$ cat src/rtl/if_fetch_stage.sv
// Instruction fetch stage: one-outstanding-request fetch FSM with a 1-entry skid buffer feeding IF/ID.
// Optional bubble counter enabled by defining IF_PERF_CNT_EN.
//
// state   | meaning
// --------+-----------------------------------------------------------
// S_FETCH | request driven on imem, address = pc
// S_WAIT  | one request outstanding, waiting for the response
// S_FULL  | response captured during a stall, held in the skid buffer
module if_fetch_stage #(
  parameter logic [31:0] RESET_PC  = 32'h0000_0000,
  parameter logic [31:0] NOP_INSTR = 32'h0000_0013
) (
  input  logic        clk,
  input  logic        rst_n,
  input  logic        stall,
  input  logic        if_id_flush,
  input  logic [31:0] branch_target,
  output logic        imem_req_valid,
  input  logic        imem_req_ready,
  output logic [31:0] imem_addr,
  input  logic        imem_rsp_valid,
  input  logic [31:0] imem_rdata,
  output logic [31:0] if_id_pc,
  output logic [31:0] if_id_instr,
  output logic        if_id_valid
`ifdef IF_PERF_CNT_EN
  ,
  output logic [31:0] perf_bubble_cnt
`endif
);

  typedef enum logic [1:0] {S_FETCH, S_WAIT, S_FULL} state_t;

  state_t      state_q, state_d;
  logic [31:0] pc_q, req_pc_q, buf_pc_q, buf_instr_q;
  logic        drop_q;
  logic        req_fire, rsp_take, rsp_keep, load_rsp, load_buf, load_bubble;

  assign req_fire    = (state_q == S_FETCH) && imem_req_ready;
  assign rsp_take    = (state_q == S_WAIT) && imem_rsp_valid;
  assign rsp_keep    = rsp_take && !drop_q && !if_id_flush;
  assign load_rsp    = rsp_keep && !stall;
  assign load_buf    = (state_q == S_FULL) && !stall && !if_id_flush;
  assign load_bubble = if_id_flush || (!stall && !load_rsp && !load_buf);

  always_ff @(posedge clk or negedge rst_n) begin
    if (!rst_n) state_q <= S_FETCH;
    else        state_q <= state_d;
  end

  always_comb begin
    state_d = state_q;
    unique case (state_q)
      S_FETCH: if (req_fire) state_d = S_WAIT;
      S_WAIT:  if (rsp_take) state_d = (rsp_keep && stall) ? S_FULL : S_FETCH;
      S_FULL:  if (if_id_flush || !stall) state_d = S_FETCH;
      default: state_d = S_FETCH;
    endcase
  end

  always_comb begin
    imem_req_valid = (state_q == S_FETCH);
    imem_addr      = pc_q;
  end

  always_ff @(posedge clk or negedge rst_n) begin
    if (!rst_n) begin
      pc_q        <= RESET_PC;
      req_pc_q    <= 32'h0;
      drop_q      <= 1'b0;
      buf_pc_q    <= 32'h0;
      buf_instr_q <= 32'h0;
      if_id_pc    <= 32'h0;
      if_id_instr <= NOP_INSTR;
      if_id_valid <= 1'b0;
    end else begin
      if (req_fire) req_pc_q <= pc_q;

      if (if_id_flush)   pc_q <= {branch_target[31:2], 2'b00};
      else if (req_fire) pc_q <= pc_q + 32'd4;

      // A flush orphans any request still in flight, including one accepted this very cycle.
      if (if_id_flush)   drop_q <= ((state_q == S_WAIT) && !imem_rsp_valid) || req_fire;
      else if (rsp_take) drop_q <= 1'b0;

      if (rsp_keep && stall) begin
        buf_pc_q    <= req_pc_q;
        buf_instr_q <= imem_rdata;
      end

      if (load_rsp) begin
        if_id_pc    <= req_pc_q;
        if_id_instr <= imem_rdata;
        if_id_valid <= 1'b1;
      end else if (load_buf) begin
        if_id_pc    <= buf_pc_q;
        if_id_instr <= buf_instr_q;
        if_id_valid <= 1'b1;
      end else if (if_id_flush) begin
        if_id_pc    <= branch_target;
        if_id_instr <= NOP_INSTR;
        if_id_valid <= 1'b0;
      end else if (load_bubble) begin
        if_id_instr <= NOP_INSTR;
        if_id_valid <= 1'b0;
      end
    end
  end

`ifdef IF_PERF_CNT_EN
  always_ff @(posedge clk or negedge rst_n) begin
    if (!rst_n)                                         perf_bubble_cnt <= 32'h0;
    else if (load_bubble && (perf_bubble_cnt != '1))    perf_bubble_cnt <= perf_bubble_cnt + 32'd1;
  end
`endif

endmodule

$ cat config.mk
export PLATFORM = sky130hd
export DESIGN_NAME = if_fetch_stage
export DESIGN_NICKNAME = d
export VERILOG_FILES = /design/src/rtl/if_fetch_stage.sv
export SDC_FILE = /design/constraint.sdc
export NUM_CORES = 1
export LEC_CHECK = 0
export CAP_MARGIN = 20
export CORE_UTILIZATION = 30
export DETAILED_ROUTE_END_ITERATION = 16
export MAX_ROUTING_LAYER = met4
export PLACE_DENSITY_LB_ADDON = 0.1
export SLEW_MARGIN = 25
export SYNTH_ARGS = -nofsm -noshare
export SYNTH_HDL_FRONTEND = slang
export SYNTH_SLANG_ARGS = --single-unit
$ cat constraint.sdc
create_clock -name clk -period 2.1 [get_ports clk]
set_input_delay 0.42 -clock clk [delete_from_list [all_inputs] [get_ports clk]]
set_output_delay 0.42 -clock clk [all_outputs]
set_load 0.02 [all_outputs]
Yosys cells after proc, flatten, opt, wreduce, memory -nomap -nowiden
Cells that the tools add are included.
Cells by class
  add/subtract/negate cells: 1
  eq/ne operators: 5
  muxes and demuxes: 20
  reductions and logical operators: 26
Operators by type and width (count)
  $mux 32: 9
  $add 32x3->32 const B: 1
  $logic_and 1x1->1: 11
  $mux 2: 4
  $logic_not 1->1: 6
  $mux 1: 6
  $pmux 2 s3: 1
  $ne 2x1->1 const B: 2
  $reduce_bool 2->1: 2
  $reduce_bool 4->1: 1
  $logic_or 1x1->1: 3
  $reduce_and 3->1: 1
  $reduce_bool 3->1: 1
  $eq 2x1->1 const B: 1
  $eq 2x2->1 const B: 1
  $logic_not 2->1: 1
  $ne 2x2->1 const B: 1
Word-level totals
  register bits after elaboration: 196
  input bits: 70
  output and inout bits: 98
  word-level logic and storage cells: 61

Longest topological paths before layout
Gate-level depths: netlist of run 1.
  depth after elaboration: 13
  depth in mapped cells: 9
  gate-level depth less buffers: 5

Least setup slack after synthesis of run 1
Ideal clock, no wire load.
  kind: register to register
  start: register pc_q[2] (netlist: imem_addr[2])
  end: register pc_q[30] (netlist: imem_addr[30])
  library setup time: 0.082 ns
  data arrival time: 2.111 ns
  data required time: 2.018 ns
  setup slack: -0.093 ns
  stages on the path, launching flop included: 7
  path buffers: 1
  clock period less this slack: 2.193 ns
  path through: dfrtp_1 > ha_1 > nand4_1 > or3_1 > clkbuf_1 > or4_1 > a31oi_1
Between the ends
  longest elaborated chain between the ends: 3
Ends and longest elaborated chain
  from (decl): line 35  | logic [31:0] pc_q, req_pc_q, buf_pc_q, buf_instr_q;
  from (signal assigned): line 79  | if (if_id_flush) pc_q <= {branch_target[31:2], 2'b00};
  from (signal assigned): line 80  | else if (req_fire) pc_q <= pc_q + 32'd4;
  $add 32x3->32: line 80
  $mux 32: line 80
  $mux 32: line 79
Every way passes these cells. The select of a mux whose other input is x is not followed.
A chain may end at the register's enable or synchronous reset.

Final worst setup path of run 1
  start: register state_q[1]
  end: output port imem_req_valid
Between the ends
  longest elaborated chain between the ends: 1
Ends and longest elaborated chain
  from (decl): line 34  | state_t state_q, state_d;
  from (signal assigned): line 48  | else state_q <= state_d;
  $logic_not 2->1: line 62  | imem_req_valid = (state_q == S_FETCH);
  to (decl): line 18  | output logic imem_req_valid,
Every way passes these cells.

==> impl_metrics.env, run 1 <==
export IMPL_place_area_mm2=0.01119
export IMPL_seqPwrFrac_pct=47.2
export IMPL_grt_use_total_pct=18.44
export IMPL_netSwitchingFraction_pct=30.42
export IMPL_drt_total_wl_um=24910
export IMPL_rsz0062_at_grt="yes"
export IMPL_synth_area_mm2=0.008492
export IMPL_end_kind="output pin"
export IMPL_crit_path_max_fanout=5
export IMPL_crit_required_ns=1.68
export IMPL_postRouteAntennaNets=0
export IMPL_dieArea_mm2=0.02898
export IMPL_grt_pass1_wl_um=39540
export IMPL_vias=6893
export IMPL_cp_arrival_ns=1.63
export IMPL_io_pins=168
export IMPL_stdcell_count=1425
export IMPL_hold_viol_final=0
export IMPL_fin_nets=1104
export IMPL_cts_sinks=190
export IMPL_avgRoutedWirePerCell_um=17.48
export IMPL_ys_warn_count=0
export IMPL_start_util_pct=30.57
export IMPL_synth_area_per_cell_um2=10.28
export IMPL_synth_enable_flop_cells=0
export IMPL_worstReg2RegEnd="imem_addr[17]$_DFFE_PN0P_"
export IMPL_gp_congestion=0.7828
export IMPL_maxCapViolations=0
export IMPL_num_rows=61
export IMPL_fin_skew_ns=0.01515
export IMPL_startpoint_type="register"
export IMPL_worstHoldPathType="in -> reg"
export IMPL_min_period_over_period_pct=97.80
export IMPL_crit_family="buffers and inverters"
export IMPL_maxSlewHeadroom_pct=66.43
export IMPL_leakagePower_nw=5.203
export IMPL_routed_via_density=4.837
export IMPL_ys_ff_latch=190
export IMPL_dr_wl_met2_um=11540
export IMPL_cts_tree="done"
export IMPL_drive_above_1_share_pct=19.31
export IMPL_drc=0
export IMPL_ys_seq_area_share_pct=56.03
export IMPL_synthFlopType="dfrtp_1"
export IMPL_rr_worst_depth=4
export IMPL_dp_cells=1391
export IMPL_synthCells=826
export IMPL_wl_met3_um=977
export IMPL_tns_ns=0
export IMPL_power_frac_comb_pct=21.7
export IMPL_status="completed"
export IMPL_drt_pre_antenna_iters=4
export IMPL_slowest_delay_ns=0.42
export IMPL_worstSetupEndpoint="imem_req_valid"
export IMPL_p_switching_mw=3.327
export IMPL_clock_path_buffers=2
export IMPL_design_area_mm2=0.01188
export IMPL_crit_cells=4
export IMPL_portBuffers=165
export IMPL_worst_pin_slew_ns=0.5017
export IMPL_clk_latency_ns=0.44
export IMPL_cts_buffers=17
export IMPL_r2r_start="state_q[1]$_DFFE_PN0P_"
export IMPL_topRoutingLayerUsed="met4"
export IMPL_power_share_clock_pct=31.1
export IMPL_p_int_mw=7.610
export IMPL_timing_critical_path_buf_inv=3
export IMPL_total_power_mw=10.94
export IMPL_core_area_mm2=0.02778
export IMPL_r2r_slack_ns=0.06
export IMPL_die_w_um=170.2
export IMPL_root_buffer="clkbuf_16"
export IMPL_drt_iter0_markers=386
export IMPL_cp_common_cell="buf_4"
export IMPL_grt_start_max_net_pins=51
export IMPL_worstSetupPathType="reg -> out"
export IMPL_grt_pass1_vias=6911
export IMPL_fmax_ghz=0.4869
export IMPL_htreeDepth=4
export IMPL_startpoint="state_q[1]$_DFFE_PN0P_"
export IMPL_ys_types=52
export IMPL_synth_async_sr_flop_share_pct=100.0
export IMPL_setup_viol=0
export IMPL_clk_pin_slew_ns=0.07
export IMPL_antenna_found_initial=1
export IMPL_overflow=0
export IMPL_layout_min_cycle_time_ns=2.054
export IMPL_drv_slew=0
export IMPL_path_cells="buf_4, buf_4, nor2_1, clkdlybuf4s15_2"
export IMPL_peakVddDrop_uv=421.1
export IMPL_area_growth_pct=39.91
export IMPL_dp_hpwl_um=17250
export IMPL_die_y_um=170.2
export IMPL_slowest_stage="dfrtp_1"
export IMPL_pwr_density_cell_mw_per_mm2=920.5
export IMPL_post_cts_buffers=0
export IMPL_wl_met1_um=12170
-- worst min-delay path by stage --
| stage | slack, ns | depth (start not counted) | start | end |
|---|---|---|---|---|
| 3_5_place_dp | 0.42 | 1 | rst_n | buf_instr_q[8]$_DFFE_PN0P_ |
| 3_3_place_gp | 0.42 | 1 | rst_n | buf_instr_q[8]$_DFFE_PN0P_ |
| 5_1_grt | 0.49 | 4 | if_id_flush | imem_addr[13]$_DFFE_PN0P_ |
| 2_1_floorplan | 0.12 | 0 | rst_n | buf_instr_q[0]$_DFFE_PN0P_ |
| 6_report | 0.45 | 4 | if_id_flush | imem_addr[13]$_DFFE_PN0P_ |
| 4_1_cts | 0.44 | 4 | if_id_flush | imem_addr[13]$_DFFE_PN0P_ |
-- area by class of cell --
type / instances / area, µm²
inverters: 6 / 22.52
well taps: 378 / 473.0
diodes: 1 / 2.502
repair buffers: 245 / 2422
fillers: 2732 / 15900
flip-flops and latches: 190 / 4762
multi-input cells: 573 / 3582
clock buffers: 17 / 425.4
clock inverters: 15 / 191.4
-- registers in the layout (all words and copies together), names as in the netlist --
signal       cells
state_q          2
if_id_valid      1
buf_pc_q        30
buf_instr_q     32
if_id_pc        32
if_id_instr     32
imem_addr       30
req_pc_q        30
drop_q           1
-- cell usage in the layout (no fill, tap or decap), drive strengths merged, types with 12 or more instances in the layout --
| cell | netlist | layout |
|---|---|---|
| nor2b | 30 | 30 |
| a211oi | 31 | 31 |
| a31oi | 12 | 12 |
| inv | 5 | 14 |
| nor2 | 56 | 56 |
| o21ai | 17 | 17 |
| nand3 | 18 | 18 |
| clkbuf | 48 | 18 |
| dfrtp | 187 | 187 |
| mux2 | 63 | 63 |
| a22oi | 29 | 29 |
| or4 | 20 | 20 |
| buf | 10 | 80 |
| o31ai | 39 | 39 |
| nand2 | 190 | 190 |
| clkdlybuf4s50 | 0 | 160 |
-- worst min-delay path, cell delays in order --
cell and delay [ns]:
buf_2 0.13, buf_4 0.17, nand2_1 0.06, nand3_1 0.06
-- timing repair --
action	4_1_cts	5_1_grt
pin swaps	2	6
gates resized for setup	7	8
gates cloned	0	0
hold endpoints to repair	45	0
hold buffers	1	0
setup endpoints to repair	8	11
-- per-layer routing --
metal / vias up / global-route usage, %
met2: 141 / 29.06
met1: 3400 / 24.68
met4: 0 / 4.074
met3: 15 / 3.256
met5: - / -
li1: 3337 / -
-- kinds of logic (layout without fill, tap and decap cells) --
kind of cell | Yosys count | in the layout | synth area share, %
simple gates | 349 | 349 | 18.79
flops | 190 | 190 | 56.03
compound gates | 148 | 148 | 12.54
mux | 64 | 64 | 8.472
buf+inv | 64 | 283 | 3.050
xor+xnor | 9 | 9 | 0.9283
fa+ha+maj | 1 | 1 | 0.1473
other cells | 1 | 3 | 0.04416
-- synthesized netlist by cell type (4+ instances only) --
| cell type | count | area, µm² |
|---|---|---|
| mux2_2 | 63 | 709.4 |
| a22oi_1 | 29 | 217.7 |
| nor3_1 | 4 | 20.02 |
| nor2_1 | 56 | 210.2 |
| buf_1 | 4 | 15.01 |
| or4_1 | 20 | 150.1 |
| inv_1 | 5 | 18.77 |
| clkbuf_1 | 48 | 180.2 |
| o21ai_0 | 17 | 85.08 |
| or3_1 | 6 | 37.54 |
| o211ai_1 | 5 | 37.54 |
| xnor2_1 | 6 | 52.55 |
| a211oi_1 | 31 | 232.7 |
| a31oi_1 | 12 | 75.07 |
| o31ai_1 | 39 | 292.8 |
| dfrtp_1 | 187 | 4679 |
| nand4_1 | 10 | 62.56 |
| nand3_1 | 18 | 90.09 |
| nand2_1 | 190 | 713.2 |
| nor2b_1 | 30 | 187.7 |
-- metrics by stage --
stage	setup WS, ns	utilization (%)	hold WS (ns)
6_report	0.04610	42.77	0.4543
5_1_grt	-0.02036	42.77	0.4875
4_1_cts	0.001045	42.65	0.4388
3_5_place_dp	-0.5379	40.29	0.4223
3_3_place_gp	-0.5284	40.29	0.4234
2_1_floorplan	-0.03861	-	0.1244
-- power groups by stage --
stage | sequential, mW | clock, mW | combinational [mW]
finish | 5.16 | 3.41 | 2.37
global route | 5.30 | 3.66 | 2.61
floorplan | 5.32 | 0 | 1.15
CTS | 5.17 | 3.52 | 2.41
detailed placement | 5.24 | 0 | 2.39
global placement | 5.21 | 0 | 2.36
No activity file was read; power rests on OpenSTA's default activity.
==> run 2: changes to the inputs <==
Settings changed: DONT_BUFFER_PORTS set to 1.
==> run 2 against run 1 <==
Compared with the run above: the run now ends with negative hold slack left; via count shrank 8.1%; sequential cell count is the same; hold slack lost 0.78 ns; setup slack lost 0.036 ns; combinational power shrank 32%; global-route usage shrank 0.53 points; utilization shrank 6.9 points; register-to-register slack lost 0.05 ns; count of clock-buffer cells in the layout is the same; maximum frequency shrank 1.7%; die area is the same; clock skew grew 0.0038 ns; largest power group unchanged.
==> impl_metrics.env, run 2 (same netlist as run 1, synthesis figures left out) <==
export IMPL_portBuffers=0
export IMPL_dp_cells=1201
export IMPL_end_kind="register"
export IMPL_core_area_mm2=0.02778
export IMPL_clock_path_buffers=2
export IMPL_multiInputGateArea_mm2=0.003561
export IMPL_hold_viol_final=190
export IMPL_peakVddDrop_uv=425.6
export IMPL_total_power_mw=10.32
export IMPL_top_regs="buf_instr_q (32), if_id_instr (32), if_id_pc (32)"
export IMPL_drt_pre_antenna_iters=5
export IMPL_cp_arrival_ns=2.45
export IMPL_dp_hpwl_um=16120
export IMPL_start_util_pct=30.57
export IMPL_drive_above_1_share_pct=20.47
export IMPL_die_y_um=170.2
export IMPL_root_buffer="clkbuf_16"
export IMPL_htreeDepth=4
export IMPL_min_period_over_period_pct=99.54
export IMPL_power_frac_comb_pct=15.7
export IMPL_stdcell_count=1238
export IMPL_violations="negative hold slack"
export IMPL_layout_min_cycle_time_ns=2.090
export IMPL_rr_worst_depth=4
export IMPL_grt_use_total_pct=17.90
export IMPL_maxCapViolations=0
export IMPL_cts_sinks=190
export IMPL_clk_pin_slew_ns=0.08
export IMPL_power_share_clock_pct=32.5
export IMPL_drc=0
export IMPL_crit_required_ns=2.46
export IMPL_pwr_density_cell_mw_per_mm2=1036
export IMPL_leakagePower_nw=4.419
export IMPL_p_switching_mw=3.235
export IMPL_whs_ns=-0.3231
export IMPL_drv_slew=0
export IMPL_io_pins=168
export IMPL_cts_tree="done"
export IMPL_postRouteAntennaNets=0
export IMPL_fin_skew_ns=0.01893
export IMPL_final_seq_area_mm2=0.004762
export IMPL_setup_viol=0
export IMPL_n_fill_cell=2796
export IMPL_worstHoldPathType="in -> async"
export IMPL_gp_congestion=0.7739
export IMPL_area_growth_pct=17.28
export IMPL_worstSetupPathType="reg -> reg"
export IMPL_cts_buffers=17
export IMPL_avgRoutedWirePerCell_um=20.12
export IMPL_tns_ns=0
export IMPL_final_common_cell="nand2_1"
export IMPL_grt_start_max_net_pins=191
export IMPL_routed_via_density=5.116
export IMPL_clk_latency_ns=0.44
export IMPL_antenna_cells=0
export IMPL_seqPwrFrac_pct=51.9
export IMPL_startpoint_type="register"
export IMPL_worst_slack_ns=0.009750
export IMPL_dieArea_mm2=0.02898
export IMPL_netSwitchingFraction_pct=31.35
export IMPL_grt_pass1_vias=6511
export IMPL_vias=6333
export IMPL_crit_path_max_fanout=7
export IMPL_antenna_found_initial=0
export IMPL_fin_nets=918
export IMPL_die_w_um=170.2
export IMPL_overflow=0
export IMPL_status="finished, violations left"
export IMPL_fin_util_pct=35.85
export IMPL_maxSlewHeadroom_pct=62.22
export IMPL_grt_pass1_wl_um=38280
export IMPL_p_int_mw=7.083
export IMPL_num_rows=61
export IMPL_rsz0062_at_grt="yes"
export IMPL_worst_pin_slew_ns=0.5616
export IMPL_fmax_ghz=0.4784
export IMPL_mostFrequentLayoutCells="190 x nand2_1, 184 x dfrtp_1, 63 x mux2_2, 55 x nor2_1, 53 x buf_4"
export IMPL_design_area_mm2=0.009960
export IMPL_dp_slack_ns=-0.1111
export IMPL_drt_iter0_markers=331
export IMPL_drt_total_wl_um=24910
export IMPL_place_area_mm2=0.009248
==> run 2: cell types whose count changed in the layout (fill, tap and decap cells not counted), moves of 2 or more <==
cell             delta
dlymetal6s2s_1      -2
buf_12             -10
buf_4              -13
clkinv_8            +4
or4_4               -2
clkdlybuf4s50_1   -160
or4_1               +2
==> run 2: routing by layer <==
metal  wire length [µm]  track usage [%]  up-vias
met1              10520            21.06     3206
met5                  0                -        -
li1                   -                -     2956
met4                280            4.348        0
met2              12190            29.24      156
met3               1925            6.163       15
==> run 2: worst paths after layout <==
| path | start | endpoint | slack [ns] |
|---|---|---|---|
| setup / recovery | state_q[1]$_DFFE_PN0P_ | imem_addr[15]$_DFFE_PN0P_ | 0.01 |
| hold / removal | rst_n | buf_instr_q[31]$_DFFE_PN0P_ | -0.32 |
| setup reg to reg | state_q[1]$_DFFE_PN0P_ | imem_addr[15]$_DFFE_PN0P_ | 0.01 |
| hold reg to reg | req_pc_q[20]$_DFFE_PN0P_ | req_pc_q[20]$_DFFE_PN0P_ | 0.50 |
| max in group asynchronous | rst_n | imem_addr[2]$_DFFE_PN0P_ | 2.15 |
| min in group clk | imem_rsp_valid | state_q[0]$_DFFE_PN0P_ | 0.07 |
==> run 2: area by class of cell <==
cell class                 instances  share of cell area (%)
sequential                       190                   47.81
multi-input combinational        573                   35.75
timing repair buffer              59                   5.239
tap                              378                   4.749
clock buffer                      17                   4.271
clock inverter                    15                   1.947
inverter                           6                  0.2261
==> run 2: power by group through the flow <==
stage	Clock, mW	Combinational (mW)	Sequential, mW
final	3.35	1.62	5.35
after global routing	3.59	1.81	5.47
after floorplan	0	1.15	5.32
after global placement	0	1.58	5.36
after CTS	3.46	1.64	5.35
after detailed placement	0	1.63	5.42
==> run 2: critical path, cell delays in order (launching register included) <==
cell,delay (ns)
dfrtp_1,0.41
or3b_4,0.42
or4_4,0.60
or4_1,0.43
a31oi_1,0.16
==> run 2: repair_timing <==
action / CTS / global route
setup endpoints to repair: 7 / 10
resized for setup: 3 / 5
gates cloned: 0 / 1
buffers inserted: 3 / 1
pin swaps: 3 / 2
endpoints found under the hold margin: 190 / 190
==> run 3: changes to the inputs <==
Settings changed: SLEW_MARGIN 25 to not set.
==> results of run 3 <==
Same layout as run 2: the final DEF is identical, and so are final timing and power.
==> patch 1, RTL diff (config.mk and constraints of run 2) <==
Re-encode `state_t` (3 states) as one-hot, 3 bits wide.
--- a/src/rtl/if_fetch_stage.sv
+++ b/src/rtl/if_fetch_stage.sv
@@ -30,5 +30,5 @@
 );
 
-  typedef enum logic [1:0] {S_FETCH, S_WAIT, S_FULL} state_t;
+  typedef enum logic [2:0] {S_FETCH = 3'b001, S_WAIT = 3'b010, S_FULL = 3'b100} state_t;
 
   state_t      state_q, state_d;
Behaviour: no difference found for any inputs over 4 cycles, from zero or initial values and one cycle with rst_n low; so few cycles prove little.
==> patch 1 against run 2 <==
- the run still ends with negative hold slack left
- synthesized area fell by 1.4%
- highest routed layer unchanged
- fmax increased by 5.0%
- critical endpoint is now buf_instr_q[1]
- die area is 1.4% lower
- sequential cell count up 1
- worst setup slack improved by 0.099 ns
- routed wire length shrank 5.1%
- total power is 1.2% higher
- critical path type unchanged
- design area fell by 2.2%
==> patch 1: results (changes against run 2) <==
- Status: finished, violations left
- Violated checks: negative hold slack
- Fin Hold WS: -0.333 ns (-0.00993 ns)
- Seq group: 5.40 mW (+0.9%)
- DP Worst Slack: 0.0749 ns (+0.186 ns)
- Avg Cell Area, Syn: 12.1 sq um (+17%)
- CTS resizes: 1 (-2)
- Hold Vio Cnt, Final: 189 (-0.53%)
- Total combinational power: 1.77 mW (+9%)
- Max VDD drop: 0.414 mV (-2.7%)
- Largest net degree at the start of global routing: 192 (+0.52%)
- Synth area leaders: dfrtp_1 56%, mux2_2 13%, a222oi_1 3.5%
- Vias in the first global route: 6134 (-5.8%)
- Register area share after synthesis: 57.1% (+1.1 points)
- GR Layer Usage met3: 6.43% (+0.27 points)
- Cells after DPL: 1068 (-11%)
- Crit path arrival time: 2.31 ns (-0.14 ns)
- Gp weighted congestion: 0.734 (-5.1%)
- Vias per std cell: 5.22 (+2.0%)
- Detailed Routing Iterations Pass 1: 7 (+2)
- Crit-path max cell delay: 0.38 ns (-0.22 ns)
- Global routing usage on met2: 27.9% (-1.4 points)
- HPWL Detailed: 15000 um (-6.8%)
- CP max FO: 34 (+27)
- M1 WL: 10200 um (-3.2%)
- Initial DRC count: 403 (+22%)
[patch 1: cell count changes in the layout (fill, tap and decap cells not counted), moves of 31 or more]
cell / run 2 / this run
o21ai_0: 17 / 56
nand2_1: 190 / 41
nor2_1: 55 / 14
and3_1: 1 / 32
o31ai_1: 38 / 0
[patch 1: kinds of logic (layout without fill, tap and decap cells)]
| logic type | after synthesis | after routing | synth area share (%) |
|---|---|---|---|
| AOI/OAI and AO/OA | 157 | 157 | 13.5 |
| other | 1 | 2 | 0.0448 |
| buffers and inverters | 84 | 116 | 3.99 |
| xor gates and xnor gates | 28 | 28 | 2.93 |
| adders and majority gates | 1 | 1 | 0.149 |
| DFF | 191 | 191 | 57.1 |
| and+or+nand+nor | 139 | 139 | 9.59 |
| muxes | 94 | 94 | 12.6 |
[patch 1: cell type report]
class / count / area share, %
Sequential cell: 191 / 49.1
Multi-Input combinational cell: 421 / 33.9
Tap cell: 372 / 4.78
Timing Repair Buffer: 50 / 4.76
Clock buffer: 17 / 4.37
Clock inverter: 15 / 1.72
Inverter: 34 / 1.31
[patch 1: path summary, 6_finish.rpt]
kind                                 start         endpoint  slack (ns)  cells past startpoint
min reg2reg                buf_instr_q[16]  if_id_instr[16]        0.49                      2
max reg2reg                     state_q[2]   buf_instr_q[1]        0.11                      7
max                             state_q[2]   buf_instr_q[1]        0.11                      7
min in group clk               if_id_flush    imem_addr[11]        0.09                      1
max in group asynchronous            rst_n   if_id_instr[1]        1.99                      0
min                                  rst_n  if_id_instr[25]       -0.33                      0
[patch 1: critical path: cells and delay by family, from the launching register on]
| family | cells | cell delay [ns] |
|---|---|---|
| buffers and inverters | 3 | 0.57 |
| AND/OR/NAND/NOR | 3 | 0.52 |
| flip-flops | 1 | 0.38 |
| multiplexers | 1 | 0.37 |
==> patch 2, RTL diff (flow settings as in run 2) <==
Made on the original files. Build with the macro `IF_PERF_CNT_EN` defined.
--- a/src/rtl/if_fetch_stage.sv
+++ b/src/rtl/if_fetch_stage.sv
@@ -7,4 +7,6 @@
 // S_WAIT  | one request outstanding, waiting for the response
 // S_FULL  | response captured during a stall, held in the skid buffer
+`define IF_PERF_CNT_EN
+
 module if_fetch_stage #(
   parameter logic [31:0] RESET_PC  = 32'h0000_0000,
Function (old outputs only; new: perf_bubble_cnt): kept (equiv_simple and equiv_induct, registers matched by name and starting in step).
==> patch 2 against run 2 <==
- the run still ends with negative hold slack left
- design area rose by 22%
- fmax is 2.8% higher
- worst setup slack better by 0.057 ns
- first-iteration DRC count is 16% higher
- clock skew down 0.013 ns
- routed wire length rose by 10%
- total power grew 18%
- sequential cell count grew 32
- synthesized area is 17% higher
- largest cell class unchanged
==> patch 2: results (changes against run 2) <==
- CP endpoint: imem_addr[21]
- Global routing usage on met2: 25.4% (-3.8 points)
- Initial DRC count: 383 (+16%)
- Final Cell Area: 12200 sq um (+22%)
- Violated checks: negative hold slack
- Clk_lat worst skew: 0.53 ns (+0.09 ns)
- Worst clock skew: 0.00571 ns (-0.0132 ns)
- Count of buffers from port buffering: 0 (unchanged)
- Routed WL: 27500 um (+10%)
- Detailed Routing Iterations Pass 1: 6 (+1)
- Cell variety after synth: 46 (-12%)
- Cell count after synthesis: 881 (+6.7%)
- Status: finished, violations left
- Static Leak: 5.47 nW (+24%)
- Max VDD drop: 0.539 mV (+27%)
- Max Freq: 492 MHz (+2.8%)
- DP Worst Slack: 0.0246 ns (+0.136 ns)
- Largest net degree at the start of global routing: 223 (+17%)
- Routed wl met2: 12600 um (+3.0%)
- HPWL Detailed: 17800 um (+11%)
- Fillers: 3278 (+17%)
- First-pass GRT wire length: 42400 um (+11%)
- Setup slack, reg-to-reg: 0.07 ns (+0.06 ns)
- Vias: 6973 (+10%)
- Area after DPL: 11200 sq um (+21%)
- Wire length on met3: 2370 um (+23%)
- Slowest CP cell: or4_1
- Synth top cells by count: 219 x dfrtp_1, 91 x nand2_1, 90 x mux2_2, 54 x nor2_1, 45 x o21ai_0
- # H-tree levels: 1 (-3)
- Met1 usage: 21.3% (+0.19 points)
- DR WL/cell: 19.2 um (-4.5%)
- Gp weighted congestion: 0.763 (-1.4%)
- Vias in the first global route: 7052 (+8.3%)
- Layout cells sized above 1: 26.2% (+5.7 points)
- Overall Global Routing Usage: 16.6% (-1.3 points)
- Worst-path clk slew: 0.06 ns (-0.02 ns)
- Cells on worst reg2reg path: 6 (+2)
- CP max FO: 9 (+2)
- Pint: 8.82 mW (+25%)
- M1 WL: 12200 um (+16%)
- Crit-path max cell delay: 0.54 ns (-0.06 ns)
- Synth area leaders: dfrtp_1 55%, mux2_2 10%, nand2_1 3.4%
- Number of CTS-inserted buffers: 27 (+10)
- Post-CTS Setup Bufs: 0 (-3)
- Cells after DPL: 1369 (+14%)
- Hold Vio Cnt, Final: 222 (+17%)
- GR Layer Usage met3: 5.39% (-0.77 points)
- Register area share after synthesis: 55.9% (-0.16 points)
- Fin Hold WS: -0.408 ns (-0.0854 ns)
patch 2: cell count changes after synthesis, sizes merged, moves of 30 or more:
cell | before | now
a211oi | 31 | 0
xnor2 | 6 | 36
o31ai | 39 | 1
dfrtp | 187 | 219
a21oi | 1 | 32
o21ai | 17 | 63
nand2 | 190 | 91
inv | 5 | 37
mux2i | 1 | 33
patch 2: logic make-up after synthesis:
group,count (synthesis),share of synthesized area (%)
buf+inv,87,3.48
simple gates,253,12.9
other cells,1,0.0377
xor+xnor,59,5.19
fa+ha+maj,2,0.251
mux,124,13.6
flops,222,55.9
compound gates,133,8.63
patch 2: critical path: cells and delay by family, from the launching register on:
| family | cells | cell delay, ns |
|---|---|---|
| buf+inv | 1 | 0.20 |
| compound gates | 1 | 0.07 |
| flops | 1 | 0.45 |
| xor+xnor | 1 | 0.15 |
| simple gates | 3 | 1.03 |
patch 2: power groups by stage:
stage / Clock [mW] / Combinational (mW) / Sequential (mW)
after floorplan: 0 / 1.09 / 5.98
after global placement: 0 / 1.75 / 5.91
after detailed placement: 0 / 1.78 / 5.92
after CTS: 4.68 / 1.81 / 5.85
after global routing: 4.86 / 1.98 / 5.97
final: 4.51 / 1.78 / 5.84
patch 2: area by class of cell:
class	instances	area [sq um]	area share, %
flip-flops and latches	222	5560	45.6
multi-input cells	573	4110	33.7
repair buffers	109	972	7.97
clock buffers	36	769	6.31
well taps	442	553	4.54
inverters	37	139	1.14
clock inverters	12	87.6	0.718
patch 2: what timing repair did:
action / 4_1_cts / 5_1_grt
resized for setup: 0 / 4
setup endpoints to repair: 0 / 11
hold endpoints to repair: 252 / 228
hold buffers: 12 / 2
